`src/rtl/mul_seq_ctrl.sv`:
```
// Digit-serial OP_W x OP_W unsigned multiply sequencer driving one shared 3x3 multiplier.
// Optional MUL_SEQ_BACK_TO_BACK_EN lets a new operand pair be accepted on the result handshake edge.
module mul_seq_ctrl #(
    parameter int OP_W = 6
) (
    input  logic              clk,
    input  logic              rst_n,
    input  logic              in_valid,
    output logic              in_ready,
    input  logic [OP_W-1:0]   in_a,
    input  logic [OP_W-1:0]   in_b,
    output logic [2:0]        mul_a,
    output logic [2:0]        mul_b,
    input  logic [5:0]        mul_s,
    output logic              out_valid,
    input  logic              out_ready,
    output logic [2*OP_W-1:0] out_p,
    output logic              busy
);

    localparam int K     = OP_W / 3;
    localparam int IDX_W = (K > 1) ? $clog2(K) : 1;
    localparam int ACC_W = 2 * OP_W;
    localparam int SH_W  = $clog2(ACC_W) + 2;

    typedef enum logic [1:0] {
        IDLE = 2'd0,
        RUN  = 2'd1,
        DONE = 2'd2
    } state_t;

    state_t             state_q, state_d;
    logic [OP_W-1:0]    a_q, a_d;
    logic [OP_W-1:0]    b_q, b_d;
    logic [IDX_W-1:0]   i_q, i_d;
    logic [IDX_W-1:0]   j_q, j_d;
    logic [ACC_W-1:0]   acc_q, acc_d;
    logic [2:0]         mul_a_q, mul_a_d;
    logic [2:0]         mul_b_q, mul_b_d;
    logic               out_valid_q, out_valid_d;
    logic [ACC_W-1:0]   out_p_q, out_p_d;
    logic               busy_q, busy_d;

    logic               accept;
    logic               last_i, last_j;
    logic [IDX_W-1:0]   i_nxt, j_nxt;
    logic [SH_W-1:0]    sh_amt;
    logic [ACC_W-1:0]   acc_sum;

    function automatic logic [2:0] digit(input logic [OP_W-1:0] v, input logic [IDX_W-1:0] idx);
        logic [OP_W-1:0] s;
        s = v >> (SH_W'(idx) * SH_W'(3));
        return s[2:0];
    endfunction

`ifdef MUL_SEQ_BACK_TO_BACK_EN
    assign in_ready = rst_n & ((state_q == IDLE) | ((state_q == DONE) & out_ready));
`else
    assign in_ready = rst_n & (state_q == IDLE);
`endif

    assign accept  = in_valid & in_ready;
    assign last_i  = (i_q == IDX_W'(K - 1));
    assign last_j  = (j_q == IDX_W'(K - 1));
    assign i_nxt   = last_j ? (i_q + IDX_W'(1)) : i_q;
    assign j_nxt   = last_j ? '0 : (j_q + IDX_W'(1));
    // partial product weight is 8^(i+j)
    assign sh_amt  = (SH_W'(i_q) + SH_W'(j_q)) * SH_W'(3);
    assign acc_sum = acc_q + (ACC_W'(mul_s) << sh_amt);

    always_comb begin
        state_d     = state_q;
        a_d         = a_q;
        b_d         = b_q;
        i_d         = i_q;
        j_d         = j_q;
        acc_d       = acc_q;
        mul_a_d     = mul_a_q;
        mul_b_d     = mul_b_q;
        out_valid_d = out_valid_q;
        out_p_d     = out_p_q;
        busy_d      = busy_q;

        case (state_q)
            RUN: begin
                acc_d = acc_sum;
                i_d   = i_nxt;
                j_d   = j_nxt;
                if (last_i && last_j) begin
                    state_d     = DONE;
                    out_valid_d = 1'b1;
                    out_p_d     = acc_sum;
                    mul_a_d     = '0;
                    mul_b_d     = '0;
                end else begin
                    mul_a_d = digit(a_q, i_nxt);
                    mul_b_d = digit(b_q, j_nxt);
                end
            end
            DONE: begin
                if (out_ready) begin
                    state_d     = IDLE;
                    out_valid_d = 1'b0;
                    busy_d      = 1'b0;
                end
            end
            default: ;
        endcase

        // overrides the DONE exit when a new pair arrives on the handshake edge
        if (accept) begin
            state_d = RUN;
            a_d     = in_a;
            b_d     = in_b;
            i_d     = '0;
            j_d     = '0;
            acc_d   = '0;
            mul_a_d = in_a[2:0];
            mul_b_d = in_b[2:0];
            busy_d  = 1'b1;
        end
    end

    always_ff @(posedge clk or negedge rst_n) begin
        if (!rst_n) begin
            state_q     <= IDLE;
            a_q         <= '0;
            b_q         <= '0;
            i_q         <= '0;
            j_q         <= '0;
            acc_q       <= '0;
            mul_a_q     <= '0;
            mul_b_q     <= '0;
            out_valid_q <= 1'b0;
            out_p_q     <= '0;
            busy_q      <= 1'b0;
        end else begin
            state_q     <= state_d;
            a_q         <= a_d;
            b_q         <= b_d;
            i_q         <= i_d;
            j_q         <= j_d;
            acc_q       <= acc_d;
            mul_a_q     <= mul_a_d;
            mul_b_q     <= mul_b_d;
            out_valid_q <= out_valid_d;
            out_p_q     <= out_p_d;
            busy_q      <= busy_d;
        end
    end

    assign mul_a     = mul_a_q;
    assign mul_b     = mul_b_q;
    assign out_valid = out_valid_q;
    assign out_p     = out_p_q;
    assign busy      = busy_q;

endmodule

```
`config.mk`:
```
export PLATFORM = sky130hd
export DESIGN_NAME = mul_seq_ctrl
export DESIGN_NICKNAME = d
export VERILOG_FILES = /design/src/rtl/mul_seq_ctrl.sv
export SDC_FILE = /design/constraint.sdc
export NUM_CORES = 1
export LEC_CHECK = 0
export CORE_MARGIN = 1
export CORE_UTILIZATION = 50
export CTS_BUF_LIST = sky130_fd_sc_hd__clkbuf_2 sky130_fd_sc_hd__clkbuf_4 sky130_fd_sc_hd__clkbuf_8
export DETAILED_ROUTE_END_ITERATION = 8
export DONT_BUFFER_PORTS = 1
export PLACE_DENSITY = 0.62
export SLEW_MARGIN = 20
export SYNTH_ARGS = -nofsm -noshare
export SYNTH_HDL_FRONTEND = slang
export SYNTH_SLANG_ARGS = --single-unit
```
`constraint.sdc`:
```
create_clock -name clk -period 4.09 [get_ports clk]
set_input_delay 0.818 -clock clk [delete_from_list [all_inputs] [get_ports clk]]
set_output_delay 0.818 -clock clk [all_outputs]
set_load 0.01 [all_outputs]
```
; Yosys cells after proc, flatten, opt, wreduce, memory -nomap -nowiden
; Cells that the tools add are included.
[totals]
output_inout_bits = 21
reg_bits = 48
[op_classes]
mul = 3
reduce_logical = 11
n_addsub = 4
n_eq_ne = 6
bitwise_logic = 2
muxes = 23
shift = 3
[ops]
columns = operator, count
row1 = 2-to-1 mux 12 bit, 2
row2 = 2-to-1 mux 3 bit, 6
row3 = adder 12 bit, 1
row4 = << shifter 6 x 4 -> 12 bit, 1
row5 = >> shifter 6 x 3 -> 3 bit, 2
row6 = 2-to-1 mux 1 bit, 10
row7 = nonzero test 2 bit, 4
row8 = multiplier 1 x 2 -> 3 bit (second input constant), 2
row9 = 2-to-1 mux 2 bit, 3
row10 = inequality test 3 bit (second input constant), 2
row11 = AND reduction 3 bit, 2
row12 = multiplier 2 x 2 -> 4 bit (second input constant), 1
row13 = inequality test 2 bit (second input constant), 2
row14 = one-hot mux 2 bit (2 select lines), 1
row15 = AND reduction 2 bit, 2
row16 = nonzero test 3 bit, 1
row17 = adder 1 bit (second input constant), 2
row18 = adder 1 x 1 -> 2 bit, 1
row19 = bitwise AND 1 bit, 2
row20 = == test 2 x 1 -> 1 bit (second input constant), 1
row21 = == test 2 bit (second input constant), 1
row22 = logical NOT 2 bit, 1
row23 = one-hot mux 1 bit (2 select lines), 1
row24 = logical AND 1 bit, 1

; Longest topological paths before layout
; Gate-level depths: netlist of run 1.
[depth]
ltp_word = 7
mapped_depth = 14
depth_no_buf = 12

; Least setup slack after synthesis of run 1
; Ideal clock, no wire load.
[synth_timing]
path_kind = flip-flop to flip-flop
startpoint = reg j_q
endpoint = reg acc_q[9]
t_required_ns = 3.955
arrival_ns = 2.853
setup_slack_ns = 1.102
path_stages_with_launch = 14
setup_ns = 0.135
period_less_slack_ns = 2.988
cell_sequence = dfrtp_1 -> inv_1 -> ha_1 -> buf_2 -> mux2i_1 -> nand2_1 -> o21ai_0 -> o22ai_1 -> ha_1 -> a21o_1 -> a31o_4 -> o2111ai_4 -> mux2i_1 -> o311ai_1
[synth_via]
elab_chain_len = 6
[synth_rtl]
columns = element, line_no
row1 = from (decl), 36  ; logic [IDX_W-1:0] j_q, j_d;
row2 = from (signal assigned), 142  ; j_q <= j_d;
row3 = adder 1 x 1 -> 2 bit, 68  ; assign sh_amt = (SH_W'(i_q) + SH_W'(j_q)) * SH_W'(3);
row4 = multiplier 2 x 2 -> 4 bit, 68
row5 = << shifter 6 x 4 -> 12 bit, 69  ; assign acc_sum = acc_q + (ACC_W'(mul_s) << sh_amt);
row6 = adder 12 bit, 69
row7 = 2-to-1 mux 12 bit, 84  ; case (state_q)
row8 = 2-to-1 mux 12 bit, 111  ; if (accept) begin
row9 = to (signal assigned), 131  ; acc_q <= '0;
row10 = to (signal assigned), 143  ; acc_q <= acc_d;
row11 = to (decl), 37  ; logic [ACC_W-1:0] acc_q, acc_d;
; Every way passes these cells. The select of a mux whose other input is x is not followed.
; A chain may end at the register's enable or synchronous reset.

; Worst setup path after layout of run 1
; Ends and elaborated chain as after synthesis.

==> results of run 1 <==
synth_stat cells, drive strengths merged (4+ instances only):
library cell	instances	share of area, %
clkbuf	6	0.81
xor2	5	1.6
o22ai	4	0.90
nand3	18	3.2
o21ai	22	4.2
nand4	5	1.1
a211o	4	1.3
dfrtp	48	43
nor2	19	2.6
a22oi	6	1.6
inv	6	0.81
ha	14	6.3
mux2i	6	2.2
nand2b	5	1.1
nand2	32	4.4
a21oi	17	3.3
buf	9	1.9
mux2	22	8.9
worst reg2reg max path, cell delays in order, from the launching register on:
cell       delay, ns
dfrtp_1         0.48
inv_1           0.09
ha_1            0.59
mux2_2          0.40
o21ai_0         0.24
o22ai_1         0.13
ha_1            0.37
a21o_1          0.26
a31o_4          0.25
o2111ai_4       0.22
mux2i_1         0.21
o311ai_1        0.11
per-stage QoR:
stage	total power (W)	setup WS, ns
5_1_grt	0.00305	0.363
6_report	0.00281	0.584
3_3_place_gp	0.00250	0.740
4_1_cts	0.00283	0.592
3_5_place_dp	0.00252	0.600
2_1_floorplan	0.00223	1.10
flip-flops by register name (all words and copies together), names as in the netlist:
name and count:
a_q 6, b_q 6, busy 1, mul_a 3, state_q 2, i_q 1
out_p 12, j_q 1, mul_b 3, out_valid 1, acc_q 12
report_power, final:
part / internal, W / leakage [nW] / switching (W)
sequential: 0.000710 / 0.590 / 0.000197
clock: 0.000135 / 0.0473 / 0.000161
combinational: 0.000665 / 0.686 / 0.000944
total: 0.00151 / 1.32 / 0.00130
logic make-up after synthesis:
| kind of cell | after synthesis | synth area share [%] |
|---|---|---|
| adders and majority gates | 15 | 6.99 |
| muxes | 28 | 11.0 |
| AOI/OAI and AO/OA | 67 | 17.2 |
| and+or+nand+nor | 90 | 15.5 |
| xor gates and xnor gates | 8 | 2.78 |
| buffers and inverters | 21 | 3.54 |
| DFF | 48 | 43.0 |
routing by layer:
layer | up-vias | part of all wire, %
met2 | 48 | 43
li1 | 988 | -
met3 | 7 | 4.5
met5 | - | 0
met1 | 927 | 51
met4 | 0 | 1.4
final cells by class:
cell class	count	area (sq um)	area share (%)
Timing Repair Buffer	2	15.0	0.516
Multi-Input combinational cell	208	1490	51.3
Clock inverter	1	8.76	0.301
Clock buffer	6	82.6	2.84
Inverter	6	22.5	0.774
Tap cell	70	87.6	3.01
Sequential cell	48	1200	41.3
path summary, 6_finish.rpt:
kind	from	to	slack, ns	depth (start not counted)
setup / recovery	j_q	acc_q[9]	0.58	11
hold / removal	rst_n	state_q[0]	0.20	0
setup reg to reg	j_q	acc_q[9]	0.58	11
hold reg to reg	b_q[1]	b_q[1]	0.50	1
max in group asynchronous	rst_n	out_p[11]	3.79	0
min in group clk	b_q[1]	b_q[1]	0.50	1
==> results.cfg, run 1 <==
[final_layout]
area_growth_pct = 4.30
postLayoutCellArea_sq_um = 2910
layout_common_cells = 48 x dfrtp_1, 30 x nand2_1, 19 x nor2_1
nets = 308
final_cells = 341
layout.cells.most_common = dfrtp_1
layout-drive-gt1-share_pct = 12.9
n_fill_cell = 476
antenna_cells = 0
final_core_util_pct = 55.6

[placement]
place_area_sq_um = 2820
io_buffers = 0
routabilityCongestion = 0.875
dp_hpwl_microns = 4070
placed_cells = 334

[cts]
clockBufferDepth = 2
cts_max_level = 2
cts_root_buf = clkbuf_8
numCtsBuffers = 5
post-cts-setup-buffer-count = 0
clk_latency_ns = 0.31
cts_tree = built
cts_hold_buffers = 0
cts_resized = 0
clkTransAtPathRegs_ns = 0.09
cts_num_sinks = 48

[logic_synthesis]
synth-seq-cells = 48
syn_nets = 314
synth_ff_type = dfrtp_1
synth_edf_count = 0
synth.avg_cell_area_sq_um = 10.1
synth_area_sq_um = 2790
ys_seq_area_share_pct = 43.0
synthCells = 277
synth_async_sr_flop_share_pct = 100
synth-warning-count = 0
synth.distinct_cells = 44

[critical_path]
cp_top_family = compound AO/OA/AOI/OAI gates
slowest_stage = ha_1
cp_data_arrival_time_ns = 3.66
cp_max_fo = 14
critPathLaunchType = flip-flop
crit_buf_inv = 1
required_ns = 4.25
crit_type = reg -> reg
cpPeakStageDelay_ns = 0.59
worstSetupEndpointType = flip-flop
timing.critical_path.mode_cell = ha_1
path_cells = inv_1 > ha_1 > mux2_2 > o21ai_0 > o22ai_1 > ha_1 > a21o_1 > a31o_4 > o2111ai_4 > mux2i_1 > o311ai_1

[global_route]
use_met3_pct = 4.52
gr-usage-met2_pct = 32.2
grt_pass1_vias = 1987
antenna_found_initial = 0
grt_usage_pct = 21.2
grt.busiest_layer = met2
met1_usage_pct = 29.8
grt_first_pass_wirelength_microns = 9800
grt_max_degree = 50
grt_overflow = 0

[timing]
period_needed_ns = 3.51
fin_crit_sh_pct = 85.7
max_clock_freq_mhz = 285
setup_tns_ns = 0
setup_viol_count_final = 0
fin_hold_ws_ns = 0.199
rsz0062_at_grt = no
hold_viol = 0
max-slew-margin-rel_pct = 53.7
fin_worst_skew_ns = 0.0107
slew_viol_final = 0
worstMarginPinSlew_ns = 0.692

[route]
wire_per_inst_microns = 16.9
wl_microns = 5780
vias_per_cell = 5.78
drtIter0Drc = 168
firstDrtPassIters = 4
via_count = 1970
route.detailed.drc = 0
ant_nets = 0

[power_and_ir_drop]
p_leak_nw = 1.32
vdd_drop_max_mv = 0.438
p_per_area_nw_per_um2 = 966

[floorplanning]
die_area_sq_um = 5890
ios = 43
core_area_sq_um = 5240
chipWidth_microns = 76.7
row_count = 26
start_util_pct = 53.3
fp.dieH_microns = 76.7

[min_path]
hold_path_class = in -> async

[run]
maxCapViolations = 0

[status]
status = completed
(Power assumes the default switching activity.)
==> run 2: changes to the inputs <==
TNS_END_PERCENT = 30   (was unset)
==> results of run 2 <==
No change in the layout: final DEF, timing and power equal those of run 1.
